<file path="src/rtl/regfile_dump_reader.sv">
// regfile_dump_reader: walks registers start_addr..end_addr (wrapping mod 2^ADDR_W)
// through a spare register-file read port and streams each word on valid/ready.
// Ports: clk, resetn (sync, active-high), start/start_addr/end_addr request,
// raddr/rdata read port, out_valid/out_ready/out_data/out_addr/out_last stream,
// busy/done status. Optional macro REGDUMP_CHECKSUM_EN appends an XOR checksum word.
module regfile_dump_reader #(
  parameter int DATA_W = 32,
  parameter int ADDR_W = 5
) (
  input  logic              clk,
  input  logic              resetn,
  input  logic              start,
  input  logic [ADDR_W-1:0] start_addr,
  input  logic [ADDR_W-1:0] end_addr,
  output logic [ADDR_W-1:0] raddr,
  input  logic [DATA_W-1:0] rdata,
  output logic              out_valid,
  input  logic              out_ready,
  output logic [DATA_W-1:0] out_data,
  output logic [ADDR_W-1:0] out_addr,
  output logic              out_last,
  output logic              busy,
  output logic              done
);

`ifdef REGDUMP_CHECKSUM_EN
  typedef enum logic [2:0] {
    S_IDLE,
    S_READ,
    S_SEND,
    S_DONE,
    S_CSUM
  } state_t;
`else
  typedef enum logic [1:0] {
    S_IDLE,
    S_READ,
    S_SEND,
    S_DONE
  } state_t;
`endif

  state_t state_q, state_d;

  logic [ADDR_W-1:0] cur_q, cur_d;
  logic [ADDR_W-1:0] last_q, last_d;
  logic              vld_q, vld_d;
  logic [DATA_W-1:0] data_q, data_d;
  logic [ADDR_W-1:0] oaddr_q, oaddr_d;
  logic              olast_q, olast_d;
  logic              busy_q, busy_d;
`ifdef REGDUMP_CHECKSUM_EN
  logic [DATA_W-1:0] acc_q, acc_d;
`endif

  logic at_last;
  assign at_last = (cur_q == last_q);

  always_ff @(posedge clk) begin
    if (resetn) begin
      state_q <= S_IDLE;
      cur_q   <= '0;
      last_q  <= '0;
      vld_q   <= 1'b0;
      data_q  <= '0;
      oaddr_q <= '0;
      olast_q <= 1'b0;
      busy_q  <= 1'b0;
`ifdef REGDUMP_CHECKSUM_EN
      acc_q   <= '0;
`endif
    end else begin
      state_q <= state_d;
      cur_q   <= cur_d;
      last_q  <= last_d;
      vld_q   <= vld_d;
      data_q  <= data_d;
      oaddr_q <= oaddr_d;
      olast_q <= olast_d;
      busy_q  <= busy_d;
`ifdef REGDUMP_CHECKSUM_EN
      acc_q   <= acc_d;
`endif
    end
  end

  always_comb begin
    state_d = state_q;
    cur_d   = cur_q;
    last_d  = last_q;
    vld_d   = vld_q;
    data_d  = data_q;
    oaddr_d = oaddr_q;
    olast_d = olast_q;
    busy_d  = busy_q;
`ifdef REGDUMP_CHECKSUM_EN
    acc_d   = acc_q;
`endif
    case (state_q)
      S_IDLE: begin
        if (start) begin
          cur_d   = start_addr;
          last_d  = end_addr;
          busy_d  = 1'b1;
          state_d = S_READ;
`ifdef REGDUMP_CHECKSUM_EN
          acc_d   = '0;
`endif
        end
      end
      S_READ: begin
        data_d  = rdata;
        oaddr_d = cur_q;
        vld_d   = 1'b1;
        state_d = S_SEND;
`ifdef REGDUMP_CHECKSUM_EN
        olast_d = 1'b0;
        acc_d   = acc_q ^ rdata;
`else
        olast_d = at_last;
`endif
      end
      S_SEND: begin
        if (out_ready) begin
          vld_d = 1'b0;
          if (at_last) begin
`ifdef REGDUMP_CHECKSUM_EN
            // Checksum word is loaded on the final data handshake so it
            // is valid in the very next cycle.
            vld_d   = 1'b1;
            data_d  = acc_q;
            oaddr_d = '0;
            olast_d = 1'b1;
            state_d = S_CSUM;
`else
            state_d = S_DONE;
`endif
          end else begin
            cur_d   = cur_q + 1'b1;
            state_d = S_READ;
          end
        end
      end
`ifdef REGDUMP_CHECKSUM_EN
      S_CSUM: begin
        if (out_ready) begin
          vld_d   = 1'b0;
          state_d = S_DONE;
        end
      end
`endif
      S_DONE: begin
        busy_d  = 1'b0;
        state_d = S_IDLE;
      end
      default: begin
        state_d = S_IDLE;
      end
    endcase
  end

  // The read port is only driven during READ so idle cycles leave it quiet.
  assign raddr     = (state_q == S_READ) ? cur_q : '0;
  assign out_valid = vld_q;
  assign out_data  = data_q;
  assign out_addr  = oaddr_q;
  assign out_last  = olast_q;
  assign busy      = busy_q;
  assign done      = (state_q == S_DONE);

endmodule
</file>
<file path="config.mk">
export PLATFORM = sky130hd
export DESIGN_NAME = regfile_dump_reader
export DESIGN_NICKNAME = d
export VERILOG_FILES = /design/src/rtl/regfile_dump_reader.sv
export SDC_FILE = /design/constraint.sdc
export NUM_CORES = 1
export LEC_CHECK = 0
export BUFFER_PORTS_ARGS = -buffer_cell sky130_fd_sc_hd__buf_2
export CORE_ASPECT_RATIO = 1.5
export CORE_UTILIZATION = 46
export CTS_CLUSTER_SIZE = 24
export DETAILED_ROUTE_END_ITERATION = 7
export GPL_TIMING_DRIVEN = 0
export PLACE_DENSITY = 0.78
export SYNTH_ARGS = -nofsm -noshare
export SYNTH_HDL_FRONTEND = slang
export SYNTH_SLANG_ARGS = --single-unit
</file>
<file path="constraint.sdc">
create_clock -name clk -period 1.8 [get_ports clk]
set_input_delay 0.09 -clock clk [delete_from_list [all_inputs] [get_ports clk]]
set_output_delay 0.09 -clock clk [all_outputs]
set_load 0.05 [all_outputs]
</file>
Word-level counts from Yosys, hierarchy flattened
Index checks and enable logic that the tools add are counted.

storage, ports and cells
  flip-flop bits (word level) = 52
  logic and storage cells = 38

cells by class
  add/sub/neg operators = 1
  eq/ne operators = 7
  mux-type cells = 13
  reduce and logical (&&, ||, !) cells = 9

operators by type and width
  kind                   number
  $mux W5                4
  $pmux W5 S2            1
  $pmux W2 S4            1
  $reduce_and A2 Y1      4
  $mux W2                3
  $ne A2 B2 Y1 const B   3
  $reduce_bool A2 Y1     3
  $add A5 B1 Y5 const B  1
  $eq A5 B5 Y1           1
  $eq A2 B2 Y1 const B   2
  $pmux W1 S2            2
  $reduce_and A4 Y1      1
  $eq A2 B1 Y1 const B   1
  $logic_not A2 Y1       1
  $mux W1                2

Longest topological paths before layout
  depth after elaboration = 4
  gate-level depth with buffers = 7

Worst setup path before layout
OpenSTA, ideal clock, no wires.

  path kind = flip-flop to flip-flop
  from = register state_q[1]
  to = register cur_q[0]
  data arrival time = 1.281 ns
  slack = 0.452 ns
  cell stages (with the launch flop) = 8
  path buffers = 2
  period minus slack after synthesis = 1.348 ns
  cells stage by stage = dfxtp_1 buf_6 nand2b_4 buf_6 a21oi_4 o21ai_4 a211o_1 a21oi_2

between the ends
  word-level cells in the longest chain between the ends = 3
  elaborated cells on any way between the ends = 8

RTL lines
  what                                                                        RTL line  RTL
  start, declared                                                             43        state_t state_q, state_d;
  start signal, assigned                                                      73        state_q <= state_d;
  $eq A2 B2 Y1 / $logic_not A2 Y1 (equally long branches)                     99        case (state_q)
  $ne A2 B2 Y1 (no source line) / $reduce_bool A2 Y1 (equally long branches)  -
  $reduce_and A4 Y1 (no source line)                                          -
  end signal, assigned                                                        74        cur_q <= cur_d;
  end, declared                                                               45        logic [ADDR_W-1:0] cur_q, cur_d;

Parallel ways exist; a longest one is shown, timed or not.
A chain may end at the register's enable or synchronous reset.

Worst setup path after layout
  from = register state_q[1]
  to = output raddr[2]

between the ends
  word-level cells in the longest chain between the ends = 2

RTL lines
  what           RTL line  RTL
  $eq A2 B1 Y1   163       assign raddr = (state_q == S_READ) ? cur_q : '0;
  $mux W5        163
  end, declared  15        output logic [ADDR_W-1:0] raddr,

No other way between the ends.

==> flow_summary.yaml <==
outcome:
  status: "completed"
sta:
  min_period_ns: 1.65
  setup_slack_ns: 0.146
  grt_setup_unrepaired: "false"
  setup-tns-final_ns: 0
  setup_viol: 0
  fin_crit_sh_pct: 91.9
  hold_violations: 0
  relSlewSlack_pct: 67.6
  clock.fmax_mhz: 605
  drv_slew: 0
  tightest_slew_ns: 0.486
  finClkSkew_ns: 0.0128
route:
  antenna_left: 0
  first_pass_iters: 4
  viasPerCell: 4.96
  drtIter0Drc: 57
  drc: 0
  wl_per_cell_um: 11.8
  vias: 2007
  drt-total-wl_um: 4790
floorplan:
  row_count: 29
  core_area_um2: 4250
  initial_core_util_pct: 48.2
  dieArea_um2: 4720
  die_w_um: 56.5
  ioPinCount: 92
  die_h_um: 83.7
min_path:
  hold_end: "out_data[7]"
  whs_path_depth: 3
  hp-start: "rdata[7]"
  hold_class: "primary input to flip-flop"
synth:
  yosysWarnings: 0
  async_reset_ff_share_pct: 0
  synth_top_cell_area_share_pct: 50.9
  ys.flop_type: "dfxtp_1"
  syn_avg_cell_area_um2: 7.96
  synth_area_leader_cell: "dfxtp_1"
  synthDistinctLibCells: 27
  synthCells: 257
  ys_top_cells_by_area: "dfxtp_1, nand2_1, a21oi_1"
  syn_nets: 304
  yosysSeqAreaShare_pct: 50.9
  syn-cell-area_um2: 2050
  synth-edff-count: 0
  synth-seq-cells: 52
layout:
  areaGrowthSynthToFinish_pct: 33.5
  multi_input_area_um2: 891
  drive_gt1_share_pct: 30.4
  seq_area_um2: 1040
  diodes: 0
  fin_cells: 405
  fill_cells: 406
  nNetsFinal: 405
grt:
  overflow: 0
  met2_usage_pct: 38.7
  grt_max_degree: 18
  grt_pass1_vias: 1860
  grt_first_pass_wirelength_um: 8020
  antenna_found_initial: 0
  grt.busiest_layer: "met2"
  met1_usage_pct: 23.3
  grt_use_total_pct: 21.2
  met3_usage_pct: 4.50
placement:
  dp_cells: 393
  port_buffers: 90
  place_ws_ns: 0.314
  hpwl_um: 3510
  gp_congestion: 0.726
clocking:
  holdBufCountCts: 4
  cts.sink_count: 52
  worstSkewPairLatency_ns: 0.31
  clkSlewWorstSetupHoldPaths_ns: 0.10
  numCtsBuffers: 5
  postCtsSetupRepairBufs: 0
  htreeDepth: 2
  cts_tree: "done"
  ctsResizeCount: 0
  cts_buffer_depth: 2
  cts-root-buf: "clkbuf_8"
setup_path:
  r2r-end: "cur_q[1]"
  worstPathRequired_ns: 1.71
  path_common_cell: "buf_2"
  reg2reg_depth: 6
  slowest_stage: "dfxtp_1"
  cp_cell_sequence: "buf_6 -> nor2b_1 -> buf_2 -> nand2_1 -> inv_1 -> buf_2"
  startpoint_type: "flip-flop"
  cp.arrival_ns: 1.56
  cpPeakStageDelay_ns: 0.32
  path_class: "flip-flop to output port"
  cp_max_fo: 10
  critPathTopFamily: "buffers and inverters"
  endpoint_kind: "output port"
  reg2reg_slack_ns: 0.30
  r2r_start: "state_q[1]"
  path_buf_inv: 4
run:
  max-cap-violations: 0
power_and_ir_drop:
  power.total_mw: 2.83
  ir_worst_vdd_mv: 0.881
  p_leak_nw: 1.27
  power-per-cell-area_nw_per_um2: 1030
==> kinds of logic (layout without fill, tap and decap cells) <==
family / count (synthesis) / in the layout / share of synthesized area, %
and+or+nand+nor: 105 / 105 / 21.3
adders and majority gates: 1 / 1 / 0.612
buffers and inverters: 25 / 127 / 5.57
xor gates and xnor gates: 5 / 5 / 2.14
DFF: 52 / 52 / 50.9
AOI/OAI and AO/OA: 67 / 67 / 18.4
muxes: 2 / 2 / 1.04
==> metrics by stage <==
step / hold slack [ns] / util, % / cell area [um^2]
after detailed placement: 0.338 / 60.2 / 2550
after floorplan: 0.226 / - / 2050
after global placement: 0.330 / 60.2 / 2550
final: 0.00558 / 64.3 / 2730
after CTS: 0.00112 / 64.3 / 2730
after global routing: 0.00175 / 64.3 / 2730
==> flip-flops by register name, indices dropped and copies added, names as in the netlist <==
name and count:
out_valid 1, out_addr 5, out_last 1, busy 1, state_q 2, out_data 32, cur_q 5, last_q 5
==> worst max path at each step <==
stage	from	end	slack [ns]	cells after the start
4_1_cts	state_q[1]	raddr[2]	0.13	6
3_5_place_dp	state_q[1]	cur_q[1]	0.31	6
6_report	state_q[1]	raddr[2]	0.15	6
5_1_grt	state_q[1]	raddr[0]	0.03	6
2_1_floorplan	state_q[1]	cur_q[0]	0.45	7
3_3_place_gp	state_q[1]	out_last	0.33	6
==> cells in the mapped netlist (2+ instances only) <==
cell / n
o21ai_0: 8
inv_1: 7
o32ai_1: 2
nor2_1: 6
clkbuf_1: 12
nor3_1: 3
nor2b_1: 2
a21oi_1: 51
buf_2: 4
dfxtp_1: 52
buf_6: 2
nand2_1: 82
xnor2_1: 5
nand2b_1: 5
nand3_1: 4
==> where the power goes <==
group          switching, mW  internal, mW
combinational          0.410         0.191
clock                  0.390         0.559
sequential            0.0506          1.23
total                  0.851          1.98
==> cells in the final DEF (no fill, tap or decap), types with 3 or more instances in the layout <==
| cell type | n |
|---|---|
| nand2b_1 | 5 |
| clkbuf_1 | 12 |
| a21oi_1 | 51 |
| inv_1 | 7 |
| dlygate4sd3_1 | 4 |
| nor3_1 | 3 |
| o21ai_0 | 8 |
| buf_2 | 94 |
| clkbuf_8 | 5 |
| nand2_1 | 82 |
| dfxtp_1 | 52 |
| nor2_1 | 6 |
| xnor2_1 | 5 |
| nand3_1 | 4 |
==> metal layers <==
metal | up-vias | wire length [um] | share of wire [%]
li1 | 1038 | - | -
met1 | 890 | 1950 | 41
met2 | 70 | 2500 | 52
met3 | 9 | 231 | 4.8
met4 | 0 | 101 | 2.1
met5 | - | 0 | 0
==> worst register-to-register path, cell delays in order, from the launching register on <==
cell and delay (ns):
dfxtp_1 0.32, buf_6 0.13, nand2b_1 0.07, clkbuf_1 0.31, mux2_2 0.38, mux2i_1 0.13
nor2_1 0.05
==> area by class of cell <==
class / instances / share of cell area [%]
clock inverter: 3 / 2.52
clock buffer: 5 / 2.52
tap: 46 / 2.11
sequential: 52 / 38.1
inverter: 7 / 0.962
timing repair buffer: 94 / 18.0
buffer: 18 / 3.21
multi-input combinational: 180 / 32.6
Note: power is estimated with default switching activity, not from simulation.
